[config.mk]
export PLATFORM = sky130hd
export DESIGN_NAME = fcb_3_skid_buffer_full_perf_no_comb_path
export DESIGN_NICKNAME = d
export VERILOG_FILES = /design/src/rtl/fcb_3_skid_buffer_full_perf_no_comb_path.sv
export SDC_FILE = /design/constraint.sdc
export NUM_CORES = 1
export LEC_CHECK = 0
export ABC_AREA = 1
export BUFFER_PORTS_ARGS = -buffer_cell sky130_fd_sc_hd__buf_2
export CAP_MARGIN = 25
export CORE_ASPECT_RATIO = 0.5
export CORE_UTILIZATION = 30
export CTS_CLUSTER_DIAMETER = 100
export DETAILED_ROUTE_END_ITERATION = 16
export REMOVE_ABC_BUFFERS = 1
export SKIP_LAST_GASP = 1
export SLEW_MARGIN = 15
export SYNTH_ARGS = -nofsm -noshare
export SYNTH_HDL_FRONTEND = slang
export SYNTH_SLANG_ARGS = --single-unit
[constraint.sdc]
create_clock -name clk -period 3.4 [get_ports clk]
set_input_delay 0.17 -clock clk [delete_from_list [all_inputs] [get_ports clk]]
set_output_delay 0.17 -clock clk [all_outputs]
set_load 0.03 [all_outputs]
[src/rtl/fcb_3_skid_buffer_full_perf_no_comb_path.sv]
// Valid/ready skid-buffer stage: one transfer per cycle, with every output driven straight from a flop.
// Because no output is combinational, there is no path from down_rdy to up_rdy or from up_vld to down_vld.
module fcb_3_skid_buffer_full_perf_no_comb_path #(
  parameter int unsigned w = 8
) (
  input  logic         clk,
  input  logic         rst_n,
  input  logic         up_vld,
  output logic         up_rdy,
  input  logic [w-1:0] up_data,
  output logic         down_vld,
  input  logic         down_rdy,
  output logic [w-1:0] down_data,
  output logic [1:0]   occupancy
);

  typedef enum logic [1:0] {
    StEmpty = 2'd0,
    StBusy  = 2'd1,
    StFull  = 2'd2
  } state_e;

  state_e       state_q, state_d;
  logic         down_vld_q, down_vld_d;
  logic         skid_vld_q, skid_vld_d;
  logic         up_rdy_q, up_rdy_d;
  logic [1:0]   occ_q, occ_d;
  logic [w-1:0] main_q, main_d;
  logic [w-1:0] skid_q, skid_d;
  logic         up_xfer;

  assign up_xfer = up_vld & up_rdy_q;

  always_ff @(posedge clk) begin
    if (!rst_n) begin
      state_q <= StEmpty;
    end else begin
      state_q <= state_d;
    end
  end

  always_comb begin
    state_d = state_q;
    unique case (state_q)
      StEmpty: begin
        if (up_xfer) state_d = StBusy;
      end
      StBusy: begin
        if (up_xfer && !down_rdy) begin
          state_d = StFull;
        end else if (!up_xfer && down_rdy) begin
          state_d = StEmpty;
        end
      end
      StFull: begin
        if (down_rdy) state_d = StBusy;
      end
      default: state_d = StEmpty;
    endcase
  end

  // Status flops are loaded from the next state so that each output comes directly from a flop.
  always_comb begin
    down_vld_d = 1'b0;
    skid_vld_d = 1'b0;
    up_rdy_d   = 1'b1;
    occ_d      = 2'd0;
    unique case (state_d)
      StEmpty: begin
        down_vld_d = 1'b0;
        skid_vld_d = 1'b0;
        up_rdy_d   = 1'b1;
        occ_d      = 2'd0;
      end
      StBusy: begin
        down_vld_d = 1'b1;
        skid_vld_d = 1'b0;
        up_rdy_d   = 1'b1;
        occ_d      = 2'd1;
      end
      StFull: begin
        down_vld_d = 1'b1;
        skid_vld_d = 1'b1;
        up_rdy_d   = 1'b0;
        occ_d      = 2'd2;
      end
      default: begin
        down_vld_d = 1'b0;
        skid_vld_d = 1'b0;
        up_rdy_d   = 1'b1;
        occ_d      = 2'd0;
      end
    endcase
  end

  always_ff @(posedge clk) begin
    if (!rst_n) begin
      down_vld_q <= 1'b0;
      skid_vld_q <= 1'b0;
      up_rdy_q   <= 1'b1;
      occ_q      <= 2'd0;
    end else begin
      down_vld_q <= down_vld_d;
      skid_vld_q <= skid_vld_d;
      up_rdy_q   <= up_rdy_d;
      occ_q      <= occ_d;
    end
  end

  // Datapath steering: a word goes to the skid register only when main is occupied and stalled.
  always_comb begin
    main_d = main_q;
    skid_d = skid_q;
    unique case (state_q)
      StEmpty: begin
        if (up_xfer) main_d = up_data;
      end
      StBusy: begin
        if (up_xfer) begin
          if (down_rdy) begin
            main_d = up_data;
          end else begin
            skid_d = up_data;
          end
        end
      end
      StFull: begin
        if (down_rdy) main_d = skid_q;
      end
      default: begin
        main_d = main_q;
        skid_d = skid_q;
      end
    endcase
  end

  // Data registers are not reset: their contents are qualified by the valid flops.
  always_ff @(posedge clk) begin
    main_q <= main_d;
    skid_q <= skid_d;
  end

  assign up_rdy    = up_rdy_q;
  assign down_vld  = down_vld_q;
  assign down_data = main_q;
  assign occupancy = occ_q;

endmodule

Yosys cells after proc, flatten, opt, wreduce, memory -nomap -nowiden
Index checks and enable logic that the tools add are counted.
W data, S select, Z words.
{ "op_classes": {"n_lt_le_gt_ge": 0, "addsub": 0, "n_eq_ne": 8, "n_mux": 13, "n_shift": 0, "reduce_logical": 9, "multipliers": 0, "bitwise": 2, "n_div": 0} }
{ "op_table": {"columns": ["operator", "count"], "rows": [
  ["$mux W8", 4],
  ["$pmux W8 S3", 1],
  ["$mux W2", 4],
  ["$ne A2 B2 Y1 const B", 4],
  ["$pmux W2 S3", 1],
  ["$reduce_and A5 Y1", 1],
  ["$eq A2 B1 Y1 const B", 2],
  ["$eq A2 B2 Y1 const B", 2],
  ["$pmux W2 S2", 1],
  ["$reduce_and A3 Y1", 1],
  ["$reduce_bool A3 Y1", 1],
  ["$logic_and A1 B1 Y1", 2],
  ["$logic_not A1 Y1", 2],
  ["$logic_not A2 Y1", 1],
  ["$mux W1", 2],
  ["$reduce_or A2 Y1", 1],
  ["$and A1 B1 Y1", 1],
  ["$not A1 Y1", 1]
]} }
{ "word_totals": {"latchBits": 0, "wordCells": 38, "ff_bits": 22, "mem_bits_ro": 0, "output_inout_bits": 12, "mem_count": 0, "ram_bits": 0, "inputBits": 12} }

Logic depth before layout (Yosys ltp)
{ "logic_depth": {"depth_word": 9, "mapped_depth": 9, "mapped_depth_nobuf": 9} }

Worst setup path before layout
OpenSTA, ideal clock, no wires.
{ "synth_timing": {"path_kind": "register to register", "from": "reg up_rdy_q (netlist: up_rdy)", "to": "reg down_vld_q (netlist: down_vld)", "synth_period_minus_slack_ns": 1.408, "setup_time_ns": 0.064, "t_required_ns": 3.336, "path_slack_ns": 1.992, "path_buffers": 0, "t_arrival_ns": 1.345, "path_stages_with_launch": 9, "cell_sequence": "dfxtp_1 > nand2_1 > nor2_1 > nand2_1 > inv_2 > nor2_2 > inv_1 > ha_1 > nor2_1"} }
{ "synth_via": {"elab_chain_len": 9, "word_cells_on_any_way": 12, "classes_between": "2 x eq/ne; 5 x mux; 1 x bitwise; 4 x reduce/logical"} }
{ "synth_rtl": {"columns": ["item", "line_no", "rtl"], "rows": [
  ["start: declaration", "26", "logic up_rdy_q, up_rdy_d;"],
  ["start signal: assignment", "105", "up_rdy_q <= up_rdy_d;"],
  ["$and A1 B1 Y1 *", "32", "assign up_xfer = up_vld & up_rdy_q;"],
  ["$logic_not A1 Y1", "51", "end else if (!up_xfer && down_rdy) begin"],
  ["$logic_and A1 B1 Y1", "51", null],
  ["$mux W2", "51", null],
  ["$mux W2", "49", "if (up_xfer && !down_rdy) begin"],
  ["$pmux W2 S3 *", "44", "unique case (state_q)"],
  ["net state_d[1]", "23", "state_e state_q, state_d;"],
  ["$eq A2 B2 Y1 or $eq A2 B1 Y1 (tied branches)", "68", "unique case (state_d)"],
  ["$reduce_or A2 Y1 (no source line) *", null, null],
  ["$mux W1 *", "68", null],
  ["end signal: assignment", "103", "down_vld_q <= down_vld_d;"],
  ["end: declaration", "24", "logic down_vld_q, down_vld_d;"]
]} }
The timed path passes the listed nets; every way through them passes the cells marked *.
A chain may end at the register's enable or synchronous reset.

Worst setup path after layout
{ "layout_timing": {"from": "reg state_q[1]", "to": "reg down_vld_q (netlist: down_vld)"} }
{ "layout_via": {"elab_chain_len": 6, "word_cells_on_any_way": 12, "classes_between": "4 x eq/ne; 6 x mux; 2 x reduce/logical"} }
{ "layout_rtl": {"columns": ["item", "line_no", "rtl"], "rows": [
  ["start: declaration", "23", null],
  ["start signal: assignment", "36", "state_q <= StEmpty;"],
  ["start signal: assignment", "38", "state_q <= state_d;"],
  ["$mux W2", "51", null],
  ["$mux W2", "49", null],
  ["$pmux W2 S3 *", "44", null],
  ["net state_d[1]", "23", null],
  ["$eq A2 B2 Y1 or $eq A2 B1 Y1 (tied branches)", "68", null],
  ["$reduce_or A2 Y1 (no source line) *", null, null],
  ["$mux W1 *", "68", null]
]} }
Marked as above.

==> metrics.cfg <==
[detailed_routing]
wl_per_cell_um = 9.78
final_antenna_net_count = 0
drtPass1Iterations = 3
routed_wl_um = 1390
via_count = 582
vias_per_cell = 4.10
drtIter0Drc = 43
drc = 0

[placed_design]
dp.cells = 138
dpl_cell_area_um2 = 1030
gp_congestion = 0.695
dp_hpwl_um = 1040
place.port_buffers = 23

[status]
status = finished, final reports clean

[setup_path]
cp_slowest_cell = dfxtp_1
cp_slowest_stage_delay_ns = 0.59
worstPathRequired_ns = 3.59
cp_common_cell = nor2_1
crit_path_end_kind = register
crit_fanout = 13
start_kind = register
critical_path_class = reg2reg
arrival_ns = 1.74
cp_cell_sequence = nor2_1 -> nand2_1 -> inv_2 -> nor2_2 -> inv_1 -> ha_1 -> nor2_1

[clocking]
cts.sinks = 22
cts_hold_buffers = 0
cts.path.max_buffers = 2
cts_resized = 0
cts_root_buf = clkbuf_8
clkLatencyLatePin_ns = 0.25
cts_max_level = 1
clk_pin_slew_ns = 0.07
cts_buffers = 3
post_cts.repair.setup_buffers = 0
cts_tree = yes

[floorplan]
die_h_um = 40.3
core_um2 = 2680
io_pins = 24
start_util = 0.329
row_count = 13
die_x_um = 78.7
dieArea_um2 = 3170

[global_routing]
antenna_found_initial = 0
grt_remaining_overflow = 0
grt_pass1_vias = 499
grt_use_total = 0.0959
grt_pass1_wl_um = 2100
grt_max_degree = 14

[sta]
finClkSkew_ns = 0.00511
post-route-period-util = 0.456
min_period_ns = 1.55
fin_tns_setup_ns = 0
tightest_slew_ns = 0.436
setup_viol = 0
max_freq_mhz = 645
relSlewSlack = 0.709
hold_viol = 0
slew_violations = 0
grt_setup_unrepaired = false

[synth]
syn_avg_cell_area_um2 = 11.2
ys.warnings.count = 0
synth_top_family_by_area = simple AND/OR/NAND/NOR gates
synthXorXnorAreaFrac = 0
yosys.area_share.simple = 0.206
netlist_area_um2 = 882
synth-adder-area-share = 0.0426
syn_inst = 79
synth_cell_type_count = 14
muxShareOfSynthArea = 0
ys_seq_area_frac = 0.681
synth-compound-area-share = 0.0156
ys_ff_latch = 22

[cells_and_area]
fin_area_um2 = 1080
area_growth_syn_to_layout_pct = 22.1
nets = 121
drive_above_1_share = 0.333
diodes = 0
fin_cells = 142

[min_path]
min_path_type = in2reg

[pwr]
powerDensity_nw_per_um2 = 494
power_leakage_uw = 0.000506
peakVddDrop_mv = 0.182

[run]
max_cap_violations = 0

cell families (layout without fill, tap and decap cells):
kind of cell,after synthesis,in the layout
fa+ha+maj,3,3
simple gates,41,41
compound gates,2,2
flops,22,22
buf+inv,11,37
path summary, 6_finish.rpt:
check             startpoint  depth (start not counted)  slack [ns]      endpoint
setup / recovery  state_q[1]                          7        1.85      down_vld
hold / removal    up_data[3]                          1         0.1     skid_q[3]
setup reg to reg  state_q[1]                          7        1.85      down_vld
hold reg to reg    skid_q[2]                          2        0.55  down_data[2]
per-stage QoR:
step / util / hold WS [ns] / setup WS [ns] / total power [uW]
floorplan: - / 0.239 / 1.99 / 359
detailed placement: 0.385 / 0.364 / 1.84 / 382
CTS: 0.401 / 0.0932 / 1.82 / 541
finish: 0.401 / 0.0994 / 1.85 / 533
global route: 0.401 / 0.0895 / 1.66 / 562
global placement: 0.385 / 0.366 / 1.91 / 380
sequential cells by signal, indices dropped and copies added, names as in the netlist:
signal,flops
down_vld,1
up_rdy,1
occupancy,2
state_q,2
skid_q,8
down_data,8
report_power, final:
group / internal (uW) / switching [uW] / total (uW)
combinational: 19.5 / 47.2 / 66.8
clock: 83.3 / 74.9 / 158
sequential: 304 / 4.19 / 308
per-layer routing:
metal | vias up | wire length (um) | track usage
met2 | 11 | 694 | 0.167
met4 | 0 | 20 | 0.0556
li1 | 307 | - | -
met3 | 2 | 72 | 0.0409
met1 | 262 | 601 | 0.104
met5 | - | 0 | 0
area by class of cell:
type | count | area [um^2]
Inverter | 10 | 37.5
Timing Repair Buffer | 23 | 115
Clock buffer | 4 | 45.0
Tap cell | 37 | 46.3
Fill cell | 268 | 1610
Sequential cell | 22 | 601
Multi-Input combinational cell | 46 | 233
placed cells by master, fill, tap and decap left out:
cell	instances
a21oi_2	1
buf_2	23
clkbuf_1	1
clkbuf_8	3
dfxtp_1	6
edfxtp_1	16
ha_1	3
inv_1	7
inv_2	3
nand2_1	22
nand2_2	3
nand3_1	9
nand3_2	1
nor2_1	5
nor2_2	1
o21ai_0	1
worst max-delay path: cells and delay by family, from the launching register on:
family | cells | cell delay, ns
adders and majority gates | 1 | 0.28
DFF | 1 | 0.59
and+or+nand+nor | 4 | 0.44
buffers and inverters | 2 | 0.18
synth_stat cells:
master	number	area, um^2
inv_1	7	26.3
ha_1	3	37.5
o21ai_0	1	5.00
nand2_1	22	82.6
nor2_2	1	6.26
inv_2	3	11.3
edfxtp_1	16	480
dfxtp_1	6	120
buf_6	1	11.3
nor2_1	5	18.8
nand3_2	1	10.0
nand2_2	3	18.8
a21oi_2	1	8.76
nand3_1	9	45.0
No activity file was read; power rests on OpenSTA's default activity.
